### src/rtl/en_gen_blk_if.sv
// Control/strobe bundle for en_gen_blk. sync_in only exists when EN_GEN_SYNC_EN is defined.
interface en_gen_blk_if #(
  parameter int CNT_W = 10,
  parameter int BLK_W = 8
);
  logic             run;
  logic             div_load;
  logic [CNT_W-1:0] div_value;
`ifdef EN_GEN_SYNC_EN
  logic             sync_in;
`endif
  logic             en_out;
  logic             blk_end;
  logic [BLK_W-1:0] sample_idx;
  logic             busy;

`ifdef EN_GEN_SYNC_EN
  modport master (output run, div_load, div_value, sync_in,
                  input  en_out, blk_end, sample_idx, busy);
  modport slave  (input  run, div_load, div_value, sync_in,
                  output en_out, blk_end, sample_idx, busy);
`else
  modport master (output run, div_load, div_value,
                  input  en_out, blk_end, sample_idx, busy);
  modport slave  (input  run, div_load, div_value,
                  output en_out, blk_end, sample_idx, busy);
`endif
endinterface

### src/rtl/en_gen_blk.sv
// Programmable sample-enable divider with block-of-BLK_LEN sample indexing.
// Optional EN_GEN_SYNC_EN adds sync_in realignment of the divider and block index.
module en_gen_blk #(
  parameter int CNT_W       = 10,
  parameter int DIV_DEFAULT = 999,
  parameter int BLK_W       = 8,
  parameter int BLK_LEN     = 205
) (
  input  logic         clk,
  input  logic         rst,
  en_gen_blk_if.slave  bus
);
  typedef enum logic {IDLE, RUN} state_e;

  localparam logic [BLK_W-1:0] LAST = BLK_W'(BLK_LEN - 1);

  state_e           state_q, state_d;
  logic [CNT_W-1:0] cnt_q, cnt_d;
  logic [CNT_W-1:0] div_q, div_d;
  logic [CNT_W-1:0] pval_q, pval_d;
  logic             pend_q, pend_d;
  logic [BLK_W-1:0] idx_q, idx_d;
  logic             first_q, first_d;
  logic             en_q, en_d;
  logic             blk_q, blk_d;
  logic [CNT_W-1:0] div_nxt;
  logic [BLK_W-1:0] idx_nxt;

  always_ff @(posedge clk or posedge rst) begin
    if (rst) begin
      state_q <= IDLE;
      cnt_q   <= '0;
      div_q   <= CNT_W'(DIV_DEFAULT);
      pval_q  <= '0;
      pend_q  <= 1'b0;
      idx_q   <= '0;
      first_q <= 1'b0;
      en_q    <= 1'b0;
      blk_q   <= 1'b0;
    end else begin
      state_q <= state_d;
      cnt_q   <= cnt_d;
      div_q   <= div_d;
      pval_q  <= pval_d;
      pend_q  <= pend_d;
      idx_q   <= idx_d;
      first_q <= first_d;
      en_q    <= en_d;
      blk_q   <= blk_d;
    end
  end

  // A load arriving on the same edge as the apply point beats an older pending one.
  assign div_nxt = bus.div_load ? bus.div_value : (pend_q ? pval_q : div_q);
  assign idx_nxt = (first_q || idx_q == LAST) ? '0 : idx_q + BLK_W'(1);

  always_comb begin
    state_d = state_q;
    cnt_d   = cnt_q;
    div_d   = div_q;
    pval_d  = pval_q;
    pend_d  = pend_q;
    idx_d   = idx_q;
    first_d = first_q;
    en_d    = 1'b0;
    blk_d   = 1'b0;
    case (state_q)
      IDLE: begin
        cnt_d  = '0;
        idx_d  = '0;
        pend_d = 1'b0;
        if (bus.div_load) div_d = bus.div_value;
        if (bus.run) begin
          state_d = RUN;
          first_d = 1'b1;
        end
      end
      RUN: begin
        if (!bus.run) begin
          state_d = IDLE;
          cnt_d   = '0;
          idx_d   = '0;
          div_d   = div_nxt;
          pend_d  = 1'b0;
        end
`ifdef EN_GEN_SYNC_EN
        else if (bus.sync_in) begin
          cnt_d   = '0;
          first_d = 1'b1;
          div_d   = div_nxt;
          pend_d  = 1'b0;
        end
`endif
        else if (cnt_q == div_q) begin
          cnt_d   = '0;
          en_d    = 1'b1;
          div_d   = div_nxt;
          pend_d  = 1'b0;
          idx_d   = idx_nxt;
          blk_d   = (idx_nxt == LAST);
          first_d = 1'b0;
        end else begin
          cnt_d = cnt_q + CNT_W'(1);
          if (bus.div_load) begin
            pend_d = 1'b1;
            pval_d = bus.div_value;
          end
        end
      end
      default: state_d = IDLE;
    endcase
  end

  assign bus.en_out     = en_q;
  assign bus.blk_end    = blk_q;
  assign bus.sample_idx = idx_q;
  assign bus.busy       = (state_q == RUN);
endmodule

### src/flat_wrapper.sv
// flat-port wrapper written by rule: the top's interface ports become plain ports
module en_gen_blk_flat 
#(
  parameter int CNT_W       = 10,
  parameter int DIV_DEFAULT = 999,
  parameter int BLK_W       = 8,
  parameter int BLK_LEN     = 205
)
  (clk, rst, bus_run, bus_div_load, bus_div_value, bus_en_out, bus_blk_end, bus_sample_idx, bus_busy);
  en_gen_blk_if #(.CNT_W(CNT_W), .BLK_W(BLK_W)) bus_i ();
  input  logic clk;
  input  logic rst;
  input wire logic [$bits(bus_i.run)-1:0] bus_run;
  input wire logic [$bits(bus_i.div_load)-1:0] bus_div_load;
  input wire logic [$bits(bus_i.div_value)-1:0] bus_div_value;
  output wire logic [$bits(bus_i.en_out)-1:0] bus_en_out;
  output wire logic [$bits(bus_i.blk_end)-1:0] bus_blk_end;
  output wire logic [$bits(bus_i.sample_idx)-1:0] bus_sample_idx;
  output wire logic [$bits(bus_i.busy)-1:0] bus_busy;
  assign bus_i.run = bus_run;
  assign bus_i.div_load = bus_div_load;
  assign bus_i.div_value = bus_div_value;
  assign bus_en_out = bus_i.en_out;
  assign bus_blk_end = bus_i.blk_end;
  assign bus_sample_idx = bus_i.sample_idx;
  assign bus_busy = bus_i.busy;
  en_gen_blk #(.CNT_W(CNT_W), .DIV_DEFAULT(DIV_DEFAULT), .BLK_W(BLK_W), .BLK_LEN(BLK_LEN)) u_core (.clk(clk), .rst(rst), .bus(bus_i));
endmodule
### config.mk
export PLATFORM = sky130hd
export DESIGN_NAME = en_gen_blk_flat
export DESIGN_NICKNAME = d
export VERILOG_FILES = /design/src/rtl/en_gen_blk_if.sv /design/src/rtl/en_gen_blk.sv /design/src/flat_wrapper.sv
export SDC_FILE = /design/constraint.sdc
export NUM_CORES = 1
export LEC_CHECK = 0
export CAP_MARGIN = 5
export CELL_PAD_IN_SITES_DETAIL_PLACEMENT = 1
export CELL_PAD_IN_SITES_GLOBAL_PLACEMENT = 2
export CORE_UTILIZATION = 39
export DETAILED_ROUTE_END_ITERATION = 10
export DONT_BUFFER_PORTS = 1
export HOLD_SLACK_MARGIN = 0.02
export PLACE_DENSITY_LB_ADDON = 0.12
export REMOVE_ABC_BUFFERS = 1
export SYNTH_ARGS = -nofsm -noshare
export SYNTH_HDL_FRONTEND = slang
export SYNTH_SLANG_ARGS = --single-unit
### constraint.sdc
create_clock -name clk -period 2.4 [get_ports clk]
set_input_delay 0.24 -clock clk [delete_from_list [all_inputs] [get_ports clk]]
set_output_delay 0.24 -clock clk [all_outputs]
set_load 0.01 [all_outputs]
==> impl_metrics.py <==
metrics = {
    "flow_run": {
        "cap_violations": 0,
    },
    "route": {
        "wl_mm": 5.06,
        "via_per_inst": 5.58,
        "ant_nets": 0,
        "dr.pass1.iters": 4,
        "drcViolationCount": 0,
        "via_count": 1662,
        "initialDrtViolationCount": 73,
        "wire_per_inst_um": 17.0,
    },
    "clock_network": {
        "cts_buffers": 5,
        "clock-sinks": 43,
        "cts_tree": "done",
        "worstSkewPairLatency_ns": 0.30,
        "postCtsHoldBufs": 2,
        "cts_resized": 0,
        "cts_buffer_depth": 2,
        "cts-root-buf": "clkbuf_8",
        "htree_levels": 2,
        "clk_pin_slew_ns": 0.09,
        "postCtsSetupBuffers": 0,
    },
    "die": {
        "initial_core_util_pct": 40.8,
        "core_um2": 5540,
        "die-area_um2": 6110,
        "fp.dieH_um": 78.1,
        "rows": 27,
        "ios": 25,
        "die_x_um": 78.1,
    },
    "yosys": {
        "synthTopCellsByArea": "dfrtp_1 39%, dfstp_2 9.3%, mux2_4 6.6%, xnor2_1 5.8%, mux2i_1 4.4%",
        "synth_top_area_share_pct": 38.7,
        "synth-edff-count": 0,
        "ys_types": 39,
        "syn_avg_cell_area_um2": 10.2,
        "netlist_instances": 221,
        "synth_ff_type": "dfrtp_1",
        "async_reset_ff_share_pct": 100,
        "synth_seq_cells": 43,
        "yosysWarningCount": 0,
        "synth_top_area_cell": "dfrtp_1",
        "ys_seq_area_share_pct": 48.0,
        "syn_area_um2": 2260,
    },
    "layout": {
        "fin_util_pct": 44.4,
        "fin_area_um2": 2460,
        "syn2layout_area_growth_pct": 8.80,
        "fin_nets": 242,
        "layout-drive-gt1-share_pct": 16.4,
        "n_antenna_cell": 0,
    },
    "timing": {
        "setup_viol": 0,
        "finClkSkew_ns": 0.00927,
        "setup_tns_ns": 0,
        "fmax_ghz": 0.458,
        "slew_viol_final": 0,
        "grt_setup_unrepaired": "no",
        "min_period_over_period_pct": 90.9,
        "tightest_slew_ns": 0.682,
        "hold_viol": 0,
        "worst_slack_ns": 0.217,
        "finalCriticalPeriod_ns": 2.18,
        "slew_headroom_pct": 54.5,
    },
    "grt": {
        "antenna_found_initial": 0,
        "grt_pass1_vias": 1770,
        "grt_start_max_net_pins": 44,
        "track_usage_pct": 18.3,
        "gr-total-overflow": 0,
        "grt_pass1_wl_mm": 8.72,
    },
    "critical_path": {
        "worstReg2RegStart": "u_core.div_q[0]",
        "cp.required_ns": 2.59,
        "critPathKind": "register to register",
        "cp.arrival_ns": 2.37,
        "path_max_fanout": 10,
        "critPathLaunch": "u_core.div_q[0]",
        "endpoint": "u_core.pval_q[5]",
        "cp-start-kind": "register",
        "reg2reg_slack_ns": 0.22,
        "crit_path_end_kind": "register",
        "timing.rr.end": "u_core.pval_q[5]",
        "rr_worst_depth": 5,
    },
    "placed_design": {
        "hpwl_mm": 3.62,
        "port_buffers": 0,
        "place_congestion": 0.751,
        "place_area_um2": 2340,
        "place_ws_ns": 0.225,
    },
    "pwr": {
        "power_density_nw_per_um2": 620,
        "ir_worst_vdd_v": 0.000362,
        "power_mw": 1.53,
        "leakage_nw": 1.02,
    },
    "worst_hold_path": {
        "worstHoldStart": "bus_div_value[8]",
        "min_path_type": "primary input to register",
        "hold_path_depth": 1,
    },
    "run_status": {
        "status": "completed",
    },
}
-- cells in the final DEF (no fill, tap or decap), types with 2 or more instances in the layout --
cell type / n
clkbuf_8: 6
nand3_1: 12
mux2i_1: 10
and3_1: 2
inv_1: 8
nor2_1: 19
dfrtp_1: 35
xnor2_1: 15
mux2_4: 10
nand2_1: 17
nor4_1: 2
nor3_1: 3
a21oi_1: 19
dfstp_2: 8
dlygate4sd3_1: 2
xor2_1: 4
ha_1: 3
or4_1: 2
and2_1: 2
a31oi_1: 10
o21ai_0: 5
nand4_1: 4
or3_1: 3
o22ai_1: 3
buf_4: 6
-- power breakdown --
group | switching [mW] | total [mW] | internal [mW]
Clock | 0.257 | 0.492 | 0.235
Combinational | 0.0846 | 0.185 | 0.101
Sequential | 0.0472 | 0.849 | 0.802
-- cell usage after synthesis (4+ instances only) --
cell type / number
dfrtp_1: 35
nand2_1: 17
xnor2_1: 15
a21oi_1: 19
o21ai_0: 5
nand4_1: 4
xor2_1: 4
dfstp_2: 8
a31oi_1: 10
nand3_1: 12
clkbuf_1: 6
inv_1: 8
mux2_4: 10
mux2i_1: 10
nor2_1: 19
-- sequential cells by signal, summed over array words and instances (netlist names) --
register and cells:
u_core.first_q 1, u_core.bus.blk_end 1, u_core.div_q 10, u_core.cnt_q 10, u_core.bus.busy 1, u_core.pval_q 10, u_core.pend_q 1, u_core.bus.sample_idx 8
u_core.bus.en_out 1
-- worst min-delay path by stage --
stage                            end  slack, ns
floorplan            u_core.bus.busy       0.27
global placement     u_core.bus.busy       0.27
detailed placement   u_core.bus.busy       0.27
CTS                 u_core.pval_q[9]       0.07
global route        u_core.pval_q[8]       0.07
finish              u_core.pval_q[8]       0.08
-- stage by stage --
stage	hold WS (ns)	cells
2_1_floorplan	0.271	210
3_3_place_gp	0.272	288
3_5_place_dp	0.272	288
4_1_cts	0.0736	298
5_1_grt	0.0674	298
6_report	0.0837	298
-- per-layer routing --
layer	up-vias	wire length, um	track usage [%]
met5	-	0	0
met4	0	64	5.19
met2	34	2420	29.6
li1	780	-	-
met3	6	224	5.12
met1	842	2350	24.0
-- logic make-up after synthesis --
| group | after synthesis | synth area share [%] |
|---|---|---|
| compound gates | 43 | 11.2 |
| xor+xnor | 20 | 8.08 |
| fa+ha+maj | 3 | 1.66 |
| buf+inv | 19 | 3.98 |
| flops | 43 | 48.0 |
| mux | 20 | 11.1 |
| simple gates | 73 | 16.0 |
-- worst max-delay path, stage by stage (launching register included) --
cell,delay [ns]
dfstp_2,0.56
xnor2_1,0.11
nand4_1,0.18
or3_4,0.42
and3_1,0.40
mux2_4,0.40
-- layout make-up --
class / instances / area (um^2)
Multi-Input combinational cell: 159 / 1090
Tap cell: 72 / 90.1
Inverter: 8 / 30.0
Timing Repair Buffer: 8 / 65.1
Clock inverter: 2 / 16.3
Fill cell: 631 / 3080
Sequential cell: 43 / 1090
Clock buffer: 6 / 82.6
(Power assumes the default switching activity.)
